[src/rtl/wb_seq_pkg.sv]
// Shared types for the writeback register-write sequencer.
package wb_seq_pkg;
    typedef enum logic {IDLE, DBL} wb_seq_state_t;

    localparam logic [4:0] REG_G0 = 5'd0;

    typedef struct packed {
        logic [4:0]  addr;
        logic [31:0] data;
    } wb_seq_odd_t;
endpackage

[src/rtl/wb_regwrite_sequencer_if.sv]
// Bus between writeback and the sequencer, plus the rf/Y/icc write side.
interface wb_regwrite_sequencer_if #(parameter int XLEN = 32);
    logic              in_valid;
    logic              in_ready;
    logic [2*XLEN-1:0] in_data;
    logic [4:0]        in_regD;
    logic              in_reg_en;
    logic              in_dbl_en;
    logic              in_Y_en;
    logic              in_icc_en;
    logic [3:0]        in_icc;
    logic              rf_we;
    logic [4:0]        rf_waddr;
    logic [XLEN-1:0]   rf_wdata;
    logic              Y_we;
    logic [XLEN-1:0]   Y_wdata;
    logic              icc_we;
    logic [3:0]        icc_wdata;
    logic              busy;

    modport master (
        output in_valid, in_data, in_regD, in_reg_en, in_dbl_en, in_Y_en, in_icc_en, in_icc,
        input  in_ready, rf_we, rf_waddr, rf_wdata, Y_we, Y_wdata, icc_we, icc_wdata, busy
    );

    modport slave (
        input  in_valid, in_data, in_regD, in_reg_en, in_dbl_en, in_Y_en, in_icc_en, in_icc,
        output in_ready, rf_we, rf_waddr, rf_wdata, Y_we, Y_wdata, icc_we, icc_wdata, busy
    );
endinterface

[src/rtl/wb_seq_perf_ctr.sv]
// Saturating event counter, synchronous clear.
module wb_seq_perf_ctr #(
    parameter int W = 32
) (
    input  logic         clk,
    input  logic         reset,
    input  logic         i_inc,
    output logic [W-1:0] o_count
);
    always_ff @(posedge clk) begin
        if (reset)
            o_count <= '0;
        else if (i_inc && (o_count != {W{1'b1}}))
            o_count <= o_count + 1'b1;
    end
endmodule

[src/rtl/wb_regwrite_sequencer.sv]
// Splits 64-bit writeback results into one or two 32-bit register file writes.
// Optional perf counters enabled with `define WB_SEQ_PERF_EN.
module wb_regwrite_sequencer
    import wb_seq_pkg::*;
#(
    parameter int XLEN   = 32,
    parameter int PERF_W = 32
) (
    input  logic                 clk,
    input  logic                 reset,
    wb_regwrite_sequencer_if.slave bus
`ifdef WB_SEQ_PERF_EN
    ,
    output logic [PERF_W-1:0]    perf_single,
    output logic [PERF_W-1:0]    perf_double,
    output logic [PERF_W-1:0]    perf_stall
`endif
);
    wb_seq_state_t r_state, w_state_nxt;
    wb_seq_odd_t   r_odd;
    logic          w_acc;
    logic [4:0]    w_even;

    assign w_acc  = bus.in_valid & bus.in_ready;
    assign w_even = {bus.in_regD[4:1], 1'b0};

    always_ff @(posedge clk) begin
        if (reset)
            r_state <= IDLE;
        else
            r_state <= w_state_nxt;
    end

    always_comb begin
        w_state_nxt  = r_state;
        bus.in_ready = 1'b0;
        bus.busy     = 1'b0;
        case (r_state)
            IDLE: begin
                bus.in_ready = 1'b1;
                if (bus.in_valid && bus.in_reg_en && bus.in_dbl_en)
                    w_state_nxt = DBL;
            end
            DBL: begin
                bus.busy    = 1'b1;
                w_state_nxt = IDLE;
            end
            default: w_state_nxt = IDLE;
        endcase
    end

    // Writes to r0 are squashed at the enable; address/data still update.
    always_ff @(posedge clk) begin
        if (reset) begin
            bus.rf_we     <= 1'b0;
            bus.rf_waddr  <= '0;
            bus.rf_wdata  <= '0;
            bus.Y_we      <= 1'b0;
            bus.Y_wdata   <= '0;
            bus.icc_we    <= 1'b0;
            bus.icc_wdata <= '0;
            r_odd         <= '0;
        end else begin
            bus.rf_we  <= 1'b0;
            bus.Y_we   <= 1'b0;
            bus.icc_we <= 1'b0;
            if (r_state == DBL) begin
                bus.rf_we    <= (r_odd.addr != REG_G0);
                bus.rf_waddr <= r_odd.addr;
                bus.rf_wdata <= r_odd.data;
            end else if (w_acc) begin
                bus.Y_we   <= bus.in_Y_en;
                bus.icc_we <= bus.in_icc_en;
                if (bus.in_Y_en)
                    bus.Y_wdata <= bus.in_data[2*XLEN-1:XLEN];
                if (bus.in_icc_en)
                    bus.icc_wdata <= bus.in_icc;
                if (bus.in_reg_en) begin
                    if (bus.in_dbl_en) begin
                        bus.rf_we    <= (w_even != REG_G0);
                        bus.rf_waddr <= w_even;
                        bus.rf_wdata <= bus.in_data[2*XLEN-1:XLEN];
                        r_odd.addr   <= {bus.in_regD[4:1], 1'b1};
                        r_odd.data   <= bus.in_data[XLEN-1:0];
                    end else begin
                        bus.rf_we    <= (bus.in_regD != REG_G0);
                        bus.rf_waddr <= bus.in_regD;
                        bus.rf_wdata <= bus.in_data[XLEN-1:0];
                    end
                end
            end
        end
    end

`ifdef WB_SEQ_PERF_EN
    wb_seq_perf_ctr #(.W(PERF_W)) u_ctr_single (
        .clk(clk), .reset(reset),
        .i_inc(w_acc & bus.in_reg_en & ~bus.in_dbl_en),
        .o_count(perf_single)
    );
    wb_seq_perf_ctr #(.W(PERF_W)) u_ctr_double (
        .clk(clk), .reset(reset),
        .i_inc(w_acc & bus.in_reg_en & bus.in_dbl_en),
        .o_count(perf_double)
    );
    wb_seq_perf_ctr #(.W(PERF_W)) u_ctr_stall (
        .clk(clk), .reset(reset),
        .i_inc(bus.in_valid & ~bus.in_ready),
        .o_count(perf_stall)
    );
`endif
endmodule

[src/flat_wrapper.sv]
// flat-port wrapper written by rule: the top's interface ports become plain ports
module wb_regwrite_sequencer_flat import wb_seq_pkg::*;
#(
    parameter int XLEN   = 32,
    parameter int PERF_W = 32
)
  (clk, reset, bus_in_valid, bus_in_data, bus_in_regD, bus_in_reg_en, bus_in_dbl_en, bus_in_Y_en, bus_in_icc_en, bus_in_icc, bus_in_ready, bus_rf_we, bus_rf_waddr, bus_rf_wdata, bus_Y_we, bus_Y_wdata, bus_icc_we, bus_icc_wdata, bus_busy);
  wb_regwrite_sequencer_if #(.XLEN(XLEN)) bus_i ();
  input  logic clk;
  input  logic reset;
  input wire logic [$bits(bus_i.in_valid)-1:0] bus_in_valid;
  input wire logic [$bits(bus_i.in_data)-1:0] bus_in_data;
  input wire logic [$bits(bus_i.in_regD)-1:0] bus_in_regD;
  input wire logic [$bits(bus_i.in_reg_en)-1:0] bus_in_reg_en;
  input wire logic [$bits(bus_i.in_dbl_en)-1:0] bus_in_dbl_en;
  input wire logic [$bits(bus_i.in_Y_en)-1:0] bus_in_Y_en;
  input wire logic [$bits(bus_i.in_icc_en)-1:0] bus_in_icc_en;
  input wire logic [$bits(bus_i.in_icc)-1:0] bus_in_icc;
  output wire logic [$bits(bus_i.in_ready)-1:0] bus_in_ready;
  output wire logic [$bits(bus_i.rf_we)-1:0] bus_rf_we;
  output wire logic [$bits(bus_i.rf_waddr)-1:0] bus_rf_waddr;
  output wire logic [$bits(bus_i.rf_wdata)-1:0] bus_rf_wdata;
  output wire logic [$bits(bus_i.Y_we)-1:0] bus_Y_we;
  output wire logic [$bits(bus_i.Y_wdata)-1:0] bus_Y_wdata;
  output wire logic [$bits(bus_i.icc_we)-1:0] bus_icc_we;
  output wire logic [$bits(bus_i.icc_wdata)-1:0] bus_icc_wdata;
  output wire logic [$bits(bus_i.busy)-1:0] bus_busy;
  assign bus_i.in_valid = bus_in_valid;
  assign bus_i.in_data = bus_in_data;
  assign bus_i.in_regD = bus_in_regD;
  assign bus_i.in_reg_en = bus_in_reg_en;
  assign bus_i.in_dbl_en = bus_in_dbl_en;
  assign bus_i.in_Y_en = bus_in_Y_en;
  assign bus_i.in_icc_en = bus_in_icc_en;
  assign bus_i.in_icc = bus_in_icc;
  assign bus_in_ready = bus_i.in_ready;
  assign bus_rf_we = bus_i.rf_we;
  assign bus_rf_waddr = bus_i.rf_waddr;
  assign bus_rf_wdata = bus_i.rf_wdata;
  assign bus_Y_we = bus_i.Y_we;
  assign bus_Y_wdata = bus_i.Y_wdata;
  assign bus_icc_we = bus_i.icc_we;
  assign bus_icc_wdata = bus_i.icc_wdata;
  assign bus_busy = bus_i.busy;
  wb_regwrite_sequencer #(.XLEN(XLEN), .PERF_W(PERF_W)) u_core (.clk(clk), .reset(reset), .bus(bus_i));
endmodule
[config.mk]
export PLATFORM = sky130hd
export DESIGN_NAME = wb_regwrite_sequencer_flat
export DESIGN_NICKNAME = d
export VERILOG_FILES = /design/src/rtl/wb_seq_pkg.sv /design/src/rtl/wb_regwrite_sequencer_if.sv /design/src/rtl/wb_seq_perf_ctr.sv /design/src/rtl/wb_regwrite_sequencer.sv /design/src/flat_wrapper.sv
export SDC_FILE = /design/constraint.sdc
export NUM_CORES = 1
export LEC_CHECK = 0
export ABC_AREA = 1
export BUFFER_PORTS_ARGS = -buffer_cell sky130_fd_sc_hd__buf_2
export CORE_MARGIN = 2
export CORE_UTILIZATION = 47
export CTS_BUF_LIST = sky130_fd_sc_hd__clkbuf_8
export CTS_CLUSTER_DIAMETER = 50
export DETAILED_ROUTE_END_ITERATION = 12
export PLACE_DENSITY = 0.76
export SYNTH_ARGS = -nofsm -noshare
export SYNTH_HDL_FRONTEND = slang
export SYNTH_SLANG_ARGS = --single-unit
[constraint.sdc]
create_clock -name clk -period 1.1 [get_ports clk]
set_input_delay 0.165 -clock clk [delete_from_list [all_inputs] [get_ports clk]]
set_output_delay 0.165 -clock clk [all_outputs]
set_load 0.005 [all_outputs]
== Word-level counts from Yosys, hierarchy flattened ==
Cells that the tools add are included.

* Bits in registers: 114

* Multiplexer cells: 16
* Bitwise logic cells: 3
* Reduce and logical (&&, ||, !) cells: 12

{| class="wikitable"
|+ Operator list
! kind !! number
|-
| $mux 32 || 4
|-
| $mux 5 || 3
|-
| $reduce_bool 5->1 || 3
|-
| $mux 1 || 8
|-
| $reduce_and 3->1 || 2
|-
| $reduce_and 4->1 || 1
|-
| $reduce_bool 2->1 || 2
|-
| $reduce_or 3->1 || 1
|-
| $logic_and 1x1->1 || 2
|-
| $not 1->1 || 2
|-
| $pmux 1 s2 || 1
|-
| $reduce_and 2->1 || 1
|-
| $and 1x1->1 || 1
|}

== Depth between registers and ports, before layout ==
Gate-level depths: netlist (run 1).

* Depth after elaboration: 5
* Depth in mapped cells: 9
* Mapped depth without buffers: 7

== Worst setup path after synthesis (run 1) ==
OpenSTA, ideal clock, no wires.

* Path kind: flip-flop to flip-flop
* From: register u_core.r_state
* To: register u_core.bus.rf_waddr[4]
* Setup time: 131 ps
* Arrival: 1,058 ps
* Required time: 969 ps
* Slack: -90 ps
* Cell stages (with the launch flop): 7
* Period minus slack after synthesis: 1,190 ps
* Path through: dfxtp_1 inv_2 buf_2 nand2_1 inv_1 nand2_1 a21oi_1

* Longest elaborated chain between the ends: 4
* Elaborated cells between the ends (all ways): 6

{| class="wikitable"
|+ Ends and longest elaborated chain
! what !! line !! source
|-
| from (decl) || wb_regwrite_sequencer.sv:19 || <nowiki>wb_seq_state_t r_state, w_state_nxt;</nowiki>
|-
| from (signal assigned) || wb_regwrite_sequencer.sv:31 || <nowiki>r_state <= w_state_nxt;</nowiki>
|-
| $mux 1 || wb_regwrite_sequencer.sv:38 || <nowiki>case (r_state)</nowiki>
|-
| $and 1x1->1 || wb_regwrite_sequencer.sv:24 || <nowiki>assign w_acc = bus.in_valid & bus.in_ready;</nowiki>
|-
| $reduce_bool 2->1 (no source line) || -- ||
|-
| $reduce_and 2->1 (no source line) || -- ||
|-
| to (signal assigned) || wb_regwrite_sequencer.sv:69 || <nowiki>bus.rf_waddr <= r_odd.addr;</nowiki>
|-
| to (signal assigned) || wb_regwrite_sequencer.sv:81 || <nowiki>bus.rf_waddr <= w_even;</nowiki>
|-
| to (signal assigned) || wb_regwrite_sequencer.sv:87 || <nowiki>bus.rf_waddr <= bus.in_regD;</nowiki>
|-
| to (decl) || wb_regwrite_sequencer_if.sv:28 || <nowiki>output in_ready, rf_we, rf_waddr, rf_wdata, Y_we, Y_wdata, icc_we, icc_wdata, busy</nowiki>
|}

Parallel ways exist; a longest one is shown, timed or not.
A chain may end at the register's enable or synchronous reset.

== Final worst setup path (run 1) ==
* From: register u_core.r_state
* To: register u_core.r_odd[0] (netlist bit)

* Longest elaborated chain between the ends: 3
* Elaborated cells between the ends (all ways): 4

{| class="wikitable"
|+ Ends and longest elaborated chain
! what !! line !! source
|-
| $mux 1 || wb_regwrite_sequencer.sv:38 ||
|-
| $and 1x1->1 || wb_regwrite_sequencer.sv:24 ||
|-
| $reduce_and 4->1 (no source line) (*) || -- ||
|-
| to (decl) || wb_regwrite_sequencer.sv:20 || <nowiki>wb_seq_odd_t r_odd;</nowiki>
|}

Mark *: on every way between the ends. The rest lies on a longest branch, timed or not.

==> results.json, run 1 <==
{
  "cts_tree": "built",
  "setup-violations-final": 111,
  "p_seq_share_pct": 44.1,
  "hold_path_class": "in -> reg",
  "reg2reg_slack_ns": -0.19,
  "dpl.cell_count": 1002,
  "synth_mux_area_share_pct": 0,
  "place_congestion": 0.8455,
  "via_count": 5635,
  "wl_per_cell_um": 16.08,
  "crit_path_start_kind": "flop",
  "violations": "negative setup slack",
  "die_area_um2": 11120,
  "crit_buf_inv": 3,
  "synth_cell_types": 19,
  "dp_hpwl_um": 10120,
  "min_to": "u_core.bus.Y_wdata[0]",
  "ant_nets": 0,
  "pre_cts_ws_ns": -0.1323,
  "fin_ws_ns": -0.1880,
  "worstPathCellList": "buf_6 > nor2_8 > nand2_8 > inv_4 > buf_12 > nor2_1 > nor2_1",
  "netlist_instances": 717,
  "crit_family": "simple AND/OR/NAND/NOR gates",
  "grt_pass1_wl_um": 24570,
  "wl_met2_um": 8802,
  "vdd_drop_max_v": 0.0007038,
  "clock-skew-final_ns": 0.007440,
  "ys_seq_area_share_pct": 47.19,
  "yosys.area_share.simple_pct": 35.03,
  "async_flop_share_pct": 0,
  "routed_wl_um": 17590,
  "ys.flop_type": "dfxtp_1",
  "cp.depth": 7,
  "htree_levels": 4,
  "worst_slew_pin_slew_ns": 0.4510,
  "netlist_area_um2": 4836,
  "ys_seq_elements": 114,
  "min_period_ns": 1.288,
  "synth_top_family_by_area": "simple AND/OR/NAND/NOR gates",
  "cts.path.max_buffers": 2,
  "wl_met1_um": 7007,
  "post_synth.cell_area_avg_um2": 6.745,
  "grt.total_usage_pct": 27.77,
  "path_class": "reg -> reg",
  "synth_fa_ha_area_share_pct": 0,
  "critPathSlowestCell": "dfxtp_4",
  "critical_path.reg2reg.startpoint": "u_core.r_state",
  "p_int_mw": 7.396,
  "rsz0062_at_grt": "yes",
  "die_y_um": 105.4,
  "critical_path.max_stage_delay_ns": 0.37,
  "finalMaxSlewViolations": 0,
  "hold_depth": 3,
  "worstPathRequired_ns": 1.44,
  "io_buffer_count": 157,
  "layout.nets": 1025,
  "ys.warnings.count": 0,
  "synth_compound_gate_area_share_pct": 10.25,
  "synth_xor_area_share_pct": 0,
  "grt_pass1_vias": 5104,
  "p_leak_nw": 3.658,
  "grt_max_degree": 36,
  "worst_skew_pair.late_latency_ns": 0.41,
  "cts.clk_slew.worst_paths_ns": 0.07,
  "relSlewSlack_pct": 69.93,
  "p_comb_share_pct": 16.6,
  "critPathCaptureType": "flop",
  "p_per_area_nw_per_um2": 1336,
  "via_per_inst": 5.151,
  "cp_data_arrival_time_ns": 1.63,
  "io_pins": 158,
  "root_buffer": "clkbuf_8",
  "p_sw_mw": 2.695,
  "fin_crit_sh_pct": 117.1,
  "maxCapViolCount": 0,
  "tns_ns": -11.93,
  "rows": 37,
  "final_core_util_pct": 74.48,
  "ff2ff_path_depth": 7,
  "drive_above_1_share_pct": 36.22,
  "status": "finished with violations",
  "area_growth_pct": 56.14,
  "fillerInstances": 738,
  "switching_share_pct": 26.71,
  "min_from": "bus_in_data[32]",
  "cpMostUsedCell": "nor2_1",
  "drtIter0Drc": 365,
  "firstDrtPassIters": 4,
  "final_cells": 1094,
  "rr_endpoint": "u_core.r_odd[0]",
  "grt_overflow": 0,
  "fmax_ghz": 0.7764,
  "synth_edf_count": 0,
  "clkPwrFrac_pct": 39.3,
  "die_w_um": 105.4,
  "top_layer_used": "met4",
  "clkSinkCount": 114,
  "core_um2": 10140,
  "dr_wl_met3_um": 1321,
  "antenna_cells": 0,
  "hold_viol": 0,
  "drc": 0,
  "crit_fanout": 15,
  "antenna_found_initial": 0,
  "cts_buffers": 17,
  "start_util_pct": 47.70,
  "synth_nets": 797
}
state kept, by name, indices dropped and copies added (netlist names):
name / count
u_core.r_odd: 37
u_core.bus.Y_wdata: 32
u_core.bus.rf_wdata: 32
u_core.bus.rf_waddr: 5
u_core.bus.icc_wdata: 4
u_core.bus.Y_we: 1
u_core.bus.icc_we: 1
u_core.bus.rf_we: 1
u_core.r_state: 1
power groups by stage:
stage	Combinational (mW)	Sequential, mW	Clock [mW]
after global placement	1.19	4.52	0
after floorplan	0.617	4.53	0
final	1.67	4.45	3.97
after detailed placement	1.21	4.53	0
after CTS	1.39	4.43	4.00
after global routing	1.81	4.47	4.19
cell families (layout without fill, tap and decap cells):
kind of cell / after synthesis / in the layout
simple gates: 425 / 425
buf+inv: 79 / 320
compound gates: 99 / 99
flops: 114 / 114
cell usage in the layout (no fill, tap or decap), drive strengths merged:
cell         instances
a21oi               62
clkinvlp             3
inv                 34
nor2               100
clkbuf              30
o21ai               37
buf                205
nand2              277
nand3               48
dlygate4sd3         41
dfxtp              114
clkinv               5
bufinv               2
per-layer routing:
metal	GRT usage, %	vias up
li1	-	2709
met1	34.24	2601
met2	46.68	287
met3	6.308	38
met4	11.43	0
met5	0	-
cell type report:
cell class / instances / area (um2) / area share (%)
multi-input cells: 524 / 2561 / 33.92
well taps: 136 / 170.2 / 2.254
inverters: 34 / 150.1 / 1.988
repair buffers: 254 / 1962 / 25.98
flip-flops and latches: 114 / 2298 / 30.44
clock buffers: 22 / 302.8 / 4.010
clock inverters: 10 / 106.4 / 1.408
worst max path at each step:
stage / slack, ns / from / to
floorplan: 0.01 / u_core.r_state / u_core.r_odd[10]
global placement: -0.05 / u_core.r_state / u_core.bus.rf_wdata[9]
detailed placement: -0.13 / u_core.r_state / u_core.bus.Y_wdata[8]
CTS: -0.14 / u_core.r_state / bus_in_ready
global route: -0.24 / u_core.r_state / u_core.r_odd[0]
finish: -0.19 / u_core.r_state / u_core.r_odd[0]
worst min-delay path, stage by stage:
cell and delay (ns):
buf_2 0.12, nand2_2 0.06, a21oi_2 0.04
stage by stage:
stage               instance area (um2)  power (mW)  hold WS, ns
global placement                   5922       5.713       0.3920
floorplan                          4837       5.147       0.2367
CTS                                6913       9.829    0.0006231
finish                             7551       10.09      0.01478
global route                       7551       10.47    0.0004938
detailed placement                 5922       5.734       0.3937
cells in the mapped netlist, types with 3 or more instances:
cell type / count / area (um2)
nand2_1: 275 / 1032
dfxtp_1: 114 / 2282
nor2_1: 98 / 367.9
a21oi_1: 62 / 310.3
nand3_1: 47 / 235.2
inv_1: 31 / 116.4
o21ai_1: 26 / 130.1
clkbuf_1: 18 / 67.56
buf_2: 15 / 75.07
o21ai_0: 11 / 55.05
buf_4: 5 / 37.54
buf_6: 4 / 45.04
buf_1: 3 / 11.26
inv_2: 3 / 11.26
timing repair:
action | CTS | global route
pin swaps | 1 | 25
hold endpoints to repair | 40 | 1
buffers inserted | 7 | 6
gates cloned | 1 | 9
hold buffers | 40 | 1
setup endpoints to repair | 95 | 122
gates resized for setup | 40 | 120
No activity file was read; power rests on OpenSTA's default activity.
==> run 2: changes to the inputs <==
--- a/config.mk
+++ b/config.mk
@@ -12,6 +12,7 @@
 export CTS_BUF_LIST = sky130_fd_sc_hd__clkbuf_8
 export CTS_CLUSTER_DIAMETER = 50
 export DETAILED_ROUTE_END_ITERATION = 12
+export GPL_TIMING_DRIVEN = 0
 export PLACE_DENSITY = 0.76
 export SYNTH_ARGS = -nofsm -noshare
 export SYNTH_HDL_FRONTEND = slang
==> run 2 against run 1 <==
The run ends with negative hold slack, negative setup slack left. Cell area is 9.3% higher. Non-clock buffer count is 25 higher. Routed wire length is 25% higher. Die area stayed put. Count of clock-buffer cells in the layout is 2 lower. Power is 7.0% higher.
==> results.json, run 2 (synthesized netlist as in run 1, its figures left out) <==
{
  "clock-skew-final_ns": 0.01164,
  "whs_ns": -0.002769,
  "cts.path.max_buffers": 2,
  "critPathCaptureType": "flop",
  "die_y_um": 105.4,
  "fmax_ghz": 0.7164,
  "worst_slew_pin_slew_ns": 0.9477,
  "io_buffer_count": 156,
  "top_regs": "u_core.r_odd: 37 flops, u_core.bus.Y_wdata: 32 flops, u_core.bus.rf_wdata: 32 flops",
  "drive_above_1_share_pct": 46.59,
  "area_growth_pct": 70.69,
  "crit_fanout": 10,
  "cts_tree": "built",
  "cts.clk_slew.worst_paths_ns": 0.07,
  "final_cells": 1119,
  "cp_data_arrival_time_ns": 1.72,
  "grt_pass1_wl_um": 27970,
  "switching_share_pct": 29.26,
  "p_int_mw": 7.641,
  "routed_wl_um": 22010,
  "status": "finished with violations",
  "p_per_area_nw_per_um2": 1309,
  "p_seq_share_pct": 41.5,
  "dpl.cell_count": 1009,
  "path_class": "reg -> reg",
  "final_common_cell": "nand2_1",
  "grt_pass1_vias": 5570,
  "reg2reg_slack_ns": -0.30,
  "ff2ff_path_depth": 7,
  "cts_buffers": 17,
  "critPathLaunch": "u_core.r_state",
  "maxCapViolCount": 0,
  "antenna_cells": 0,
  "place_congestion": 0.8417,
  "clkSinkCount": 114,
  "worstPathRequired_ns": 1.43,
  "vdd_drop_max_v": 0.0009803,
  "die_area_um2": 11120,
  "antenna_found_initial": 0,
  "p_sw_mw": 3.160,
  "core_um2": 10140,
  "clkPwrFrac_pct": 40.1,
  "rows": 37,
  "fin_crit_sh_pct": 126.9,
  "via_count": 6449,
  "layout_common_cells": "211 x nand2_1, 158 x buf_2, 90 x nor2_1",
  "tns_ns": -20.95,
  "ant_nets": 0,
  "grt_overflow": 0,
  "largest_reg_flops": 37,
  "placed_area_um2": 5788,
  "rsz0062_at_grt": "yes",
  "hold_viol": 2,
  "p_leak_nw": 4.004,
  "worst_skew_pair.late_latency_ns": 0.44,
  "grt.total_usage_pct": 32.42,
  "firstDrtPassIters": 6,
  "start_util_pct": 47.70,
  "violations": "negative hold slack, negative setup slack",
  "finalPower_mw": 10.80,
  "crit_path_start_kind": "flop",
  "drtIter0Drc": 811,
  "dp_hpwl_um": 11200,
  "rr_endpoint": "u_core.r_odd[20]",
  "fin_ws_ns": -0.2958,
  "critical_path.reg2reg.startpoint": "u_core.r_state",
  "min_period_ns": 1.396,
  "grt_max_degree": 17,
  "finish.instance_area_um2": 8254,
  "drc": 0,
  "root_buffer": "clkbuf_8",
  "setup-violations-final": 120,
  "htree_levels": 4,
  "hold_path_class": "in -> reg",
  "finalMaxSlewViolations": 0,
  "via_per_inst": 5.763,
  "relSlewSlack_pct": 36.82,
  "endpoint": "u_core.r_odd[20]",
  "wl_per_cell_um": 19.67,
  "io_pins": 158,
  "die_w_um": 105.4,
  "p_comb_share_pct": 18.4,
  "layout.nets": 1050,
  "regMostFlops": "u_core.r_odd"
}
-- run 2: changes by cell type in the layout (fill, tap and decap cells not counted), moves of 8 or more --
cell      previous run  this run
buf_8                2        13
nand2_1            244       211
buf_4               22        12
nand2_4             14        40
o21ai_1             34         1
dfxtp_1            105        76
dfxtp_2              7        34
nand2_2             18        26
clkbuf_1             0        11
o21ai_2              3        28
-- run 2: how the worst min path moves through the flow --
stage,from,to,slack (ns),depth (start not counted)
detailed placement,bus_in_regD[2],u_core.r_odd[34],0.39,3
global route,bus_in_data[7],u_core.r_odd[7],0.003,3
finish,bus_in_data[7],u_core.r_odd[7],-0.003,3
floorplan,reset,u_core.r_state,0.24,1
CTS,bus_in_data[42],u_core.bus.Y_wdata[10],0.0003,3
global placement,bus_in_regD[3],u_core.r_odd[35],0.39,3
-- run 2: critical path, cell delays in order (launching register included) --
cell     delay (ns)
dfxtp_4        0.38
buf_12         0.13
nor2_8         0.12
nand2_4        0.10
buf_12         0.17
buf_12         0.16
o21ai_4        0.16
nor2_2         0.06
-- run 2: power groups by stage --
stage / registers, mW / logic [mW] / clock network [mW]
2_1_floorplan: 4.53 / 0.617 / 0
3_3_place_gp: 4.52 / 1.15 / 0
3_5_place_dp: 4.53 / 1.16 / 0
4_1_cts: 4.44 / 1.58 / 4.25
5_1_grt: 4.49 / 2.08 / 4.46
6_report: 4.48 / 1.98 / 4.33
-- run 2: repair_timing --
| item | CTS | global route |
|---|---|---|
| setup buffers | 14 | 9 |
| endpoints found under the setup margin | 114 | 132 |
| hold buffers | 44 | 0 |
| pin swaps | 33 | 41 |
| hold endpoints to repair | 44 | 0 |
| cloned | 8 | 4 |
| resized for setup | 155 | 204 |
-- run 2: layout make-up --
class / instances / area, um2
plain buffers: 45 / 461.7
fillers: 539 / 1884
flip-flops and latches: 114 / 2340
repair buffers: 234 / 1764
well taps: 136 / 170.2
clock buffers: 20 / 275.3
multi-input cells: 524 / 2937
clock inverters: 12 / 153.9
inverters: 34 / 152.6
-- run 2: stage by stage --
step,worst slack (ns),hold WS [ns],utilization [%]
after floorplan,0.01047,0.2367,-
after global placement,-0.4153,0.3879,57.09
after detailed placement,-0.4215,0.3945,57.09
after CTS,-0.2032,0.0002844,73.33
after global routing,-0.3156,0.002904,81.41
final,-0.2958,-0.002769,81.41
-- run 2: per-layer routing --
| layer | vias to the layer above | GRT usage (%) | wire, um |
|---|---|---|---|
| met5 | - | 0 | 0 |
| met2 | 539 | 53.32 | 10390 |
| met4 | 0 | 16.19 | 1346 |
| met3 | 139 | 6.246 | 2437 |
| met1 | 3004 | 40.52 | 7835 |
| li1 | 2767 | - | - |
==> run 3: changes to the inputs <==
--- a/config.mk
+++ b/config.mk
@@ -10,7 +10,6 @@
 export CORE_MARGIN = 2
 export CORE_UTILIZATION = 47
 export CTS_BUF_LIST = sky130_fd_sc_hd__clkbuf_8
-export CTS_CLUSTER_DIAMETER = 50
 export DETAILED_ROUTE_END_ITERATION = 12
 export GPL_TIMING_DRIVEN = 0
 export PLACE_DENSITY = 0.76
==> constraint.sdc (replaced) <==
create_clock -name clk -period 1.1 [get_ports clk]
set_input_delay 0.165 -clock clk [delete_from_list [all_inputs] [get_ports clk]]
set_output_delay 0.165 -clock clk [all_outputs]
set_load 0.05 [all_outputs]
==> run 3 against run 2 <==
The run still ends with negative hold slack, negative setup slack left. Setup slack got worse by 0.20 ns. Power increased by 5.0%. Global-route usage grew 3.2 points. Non-clock buffer count up 55. Sequential cell count stayed put. Cell area is 14% higher. Final cell count up 4.9%. Combinational power grew 49%. Core utilization grew 11 points.
==> results.json, run 3 (synthesized netlist as in run 1, its figures left out) <==
{
  "critPathSlowestCell": "dfxtp_4",
  "start_util_pct": 47.70,
  "clkSinkCount": 114,
  "final_common_cell": "nand2_1",
  "cts_buffers": 17,
  "relSlewSlack_pct": 38.21,
  "p_sw_mw": 3.901,
  "htree_levels": 4,
  "cts.path.max_buffers": 2,
  "min_period_ns": 1.597,
  "io_buffer_count": 156,
  "hold_viol": 1,
  "fin_ws_ns": -0.4972,
  "p_seq_share_pct": 40.1,
  "grt_max_degree": 17,
  "grt_pass1_vias": 6173,
  "drtIter0Drc": 872,
  "area_growth_pct": 94.00,
  "final_core_util_pct": 92.53,
  "crit_path_start_kind": "flop",
  "p_int_mw": 7.443,
  "routed_wl_um": 27400,
  "ant_nets": 0,
  "layout_common_cells": "207 x nand2_1, 90 x nor2_1, 84 x buf_2",
  "core_um2": 10140,
  "rsz0062_at_grt": "yes",
  "die_y_um": 105.4,
  "cp_data_arrival_time_ns": 1.91,
  "regMostFlops": "u_core.r_odd",
  "die_area_um2": 11120,
  "critical_path.max_stage_delay_ns": 0.38,
  "worstPathRequired_ns": 1.41,
  "cts_tree": "built",
  "worstPathCellList": "inv_8 > buf_12 > nand3_4 > buf_12 > clkinv_16 > buf_8 > nand2_1 > a21oi_1",
  "rows": 37,
  "switching_share_pct": 34.39,
  "finish.instance_area_um2": 9382,
  "layout.nets": 1105,
  "finalMaxSlewViolations": 0,
  "maxCapViolCount": 0,
  "violations": "negative hold slack, negative setup slack",
  "grt_pass1_wl_um": 30570,
  "via_per_inst": 6.027,
  "drc": 0,
  "drive_above_1_share_pct": 51.40,
  "cts.clk_slew.worst_paths_ns": 0.08,
  "worst_slew_pin_slew_ns": 0.9269,
  "multi_input_area_um2": 2889,
  "p_per_area_nw_per_um2": 1209,
  "status": "finished with violations",
  "placed_area_um2": 5852,
  "die_w_um": 105.4,
  "hold_path_class": "in -> reg",
  "critPathCaptureType": "flop",
  "antenna_found_initial": 1,
  "finalPower_mw": 11.34,
  "setup-violations-final": 192,
  "path_class": "reg -> reg",
  "clock-skew-final_ns": 0.01621,
  "cpMostUsedCell": "buf_12",
  "io_pins": 158,
  "p_comb_share_pct": 26.0,
  "fmax_ghz": 0.6261,
  "wl_per_cell_um": 23.34,
  "top_regs": "u_core.r_odd: 37 flops, u_core.bus.Y_wdata: 32 flops, u_core.bus.rf_wdata: 32 flops",
  "grt_overflow": 0,
  "whs_ns": -0.009691,
  "worst_skew_pair.late_latency_ns": 0.46,
  "grt.total_usage_pct": 35.60,
  "crit_fanout": 7,
  "tns_ns": -25.27,
  "vdd_drop_max_v": 0.001012,
  "firstDrtPassIters": 8,
  "largest_reg_flops": 37,
  "clkPwrFrac_pct": 33.9,
  "root_buffer": "clkbuf_8",
  "p_leak_nw": 4.426,
  "fin_crit_sh_pct": 145.2,
  "seq_area_um2": 2394,
  "fillerInstances": 337,
  "via_count": 7076,
  "dp_hpwl_um": 10650,
  "place_congestion": 0.7976
}
[run 3: layout make-up]
type / instances / share of cell area (%)
diodes: 1 / 0.02667
well taps: 136 / 1.814
repair buffers: 291 / 31.54
multi-input cells: 524 / 30.79
clock buffers: 19 / 2.787
inverters: 34 / 1.800
flip-flops and latches: 114 / 25.51
plain buffers: 43 / 4.721
clock inverters: 12 / 1.000
[run 3: metal layers]
| metal | vias to the layer above | track usage (%) | share of wire, % |
|---|---|---|---|
| li1 | 2872 | - | - |
| met4 | 0 | 19.14 | 9.0 |
| met2 | 730 | 63.00 | 47 |
| met1 | 3209 | 39.05 | 32 |
| met5 | - | 0 | 0 |
| met3 | 265 | 8.658 | 12 |
[run 3: final timing paths]
path	endpoint	cells after the start	slack [ns]	start
hold reg to reg	u_core.bus.rf_waddr[1]	2	0.50	u_core.bus.rf_waddr[1]
setup reg to reg	u_core.bus.Y_wdata[13]	8	-0.50	u_core.r_state
hold / removal	u_core.bus.Y_wdata[14]	3	-0.01	bus_in_data[46]
setup / recovery	u_core.bus.Y_wdata[13]	8	-0.50	u_core.r_state
[run 3: stage by stage]
| stage | worst slack [ns] | instances |
|---|---|---|
| after detailed placement | -0.5609 | 1009 |
| after global placement | -0.5366 | 1009 |
| after CTS | -0.2174 | 1132 |
| after global routing | -0.6023 | 1174 |
| final | -0.4972 | 1174 |
| after floorplan | -0.04209 | 717 |
[run 3: worst max-delay path: cells and delay by family (launching register included)]
| kind | cells | cell delay (ns) |
|---|---|---|
| AND/OR/NAND/NOR | 2 | 0.15 |
| AO/OA/AOI/OAI | 1 | 0.34 |
| flip-flops | 1 | 0.38 |
| buffers and inverters | 5 | 0.56 |
[run 3: what timing repair did]
item                                   in CTS  in global routing
resized for setup                         341                258
hold buffers                               58                  4
endpoints found under the hold margin      58                  4
setup endpoints to repair                 184                188
setup buffers                              28                 37
cloned                                      6                  3
pin swaps                                  15                 40
[run 3: power groups by stage]
stage	combinational, mW	sequential (mW)	clock (mW)
2_1_floorplan	0.635	4.99	0
3_3_place_gp	1.62	4.52	0
3_5_place_dp	1.63	4.52	0
4_1_cts	2.26	4.50	3.60
5_1_grt	3.02	4.56	3.93
6_report	2.95	4.55	3.84
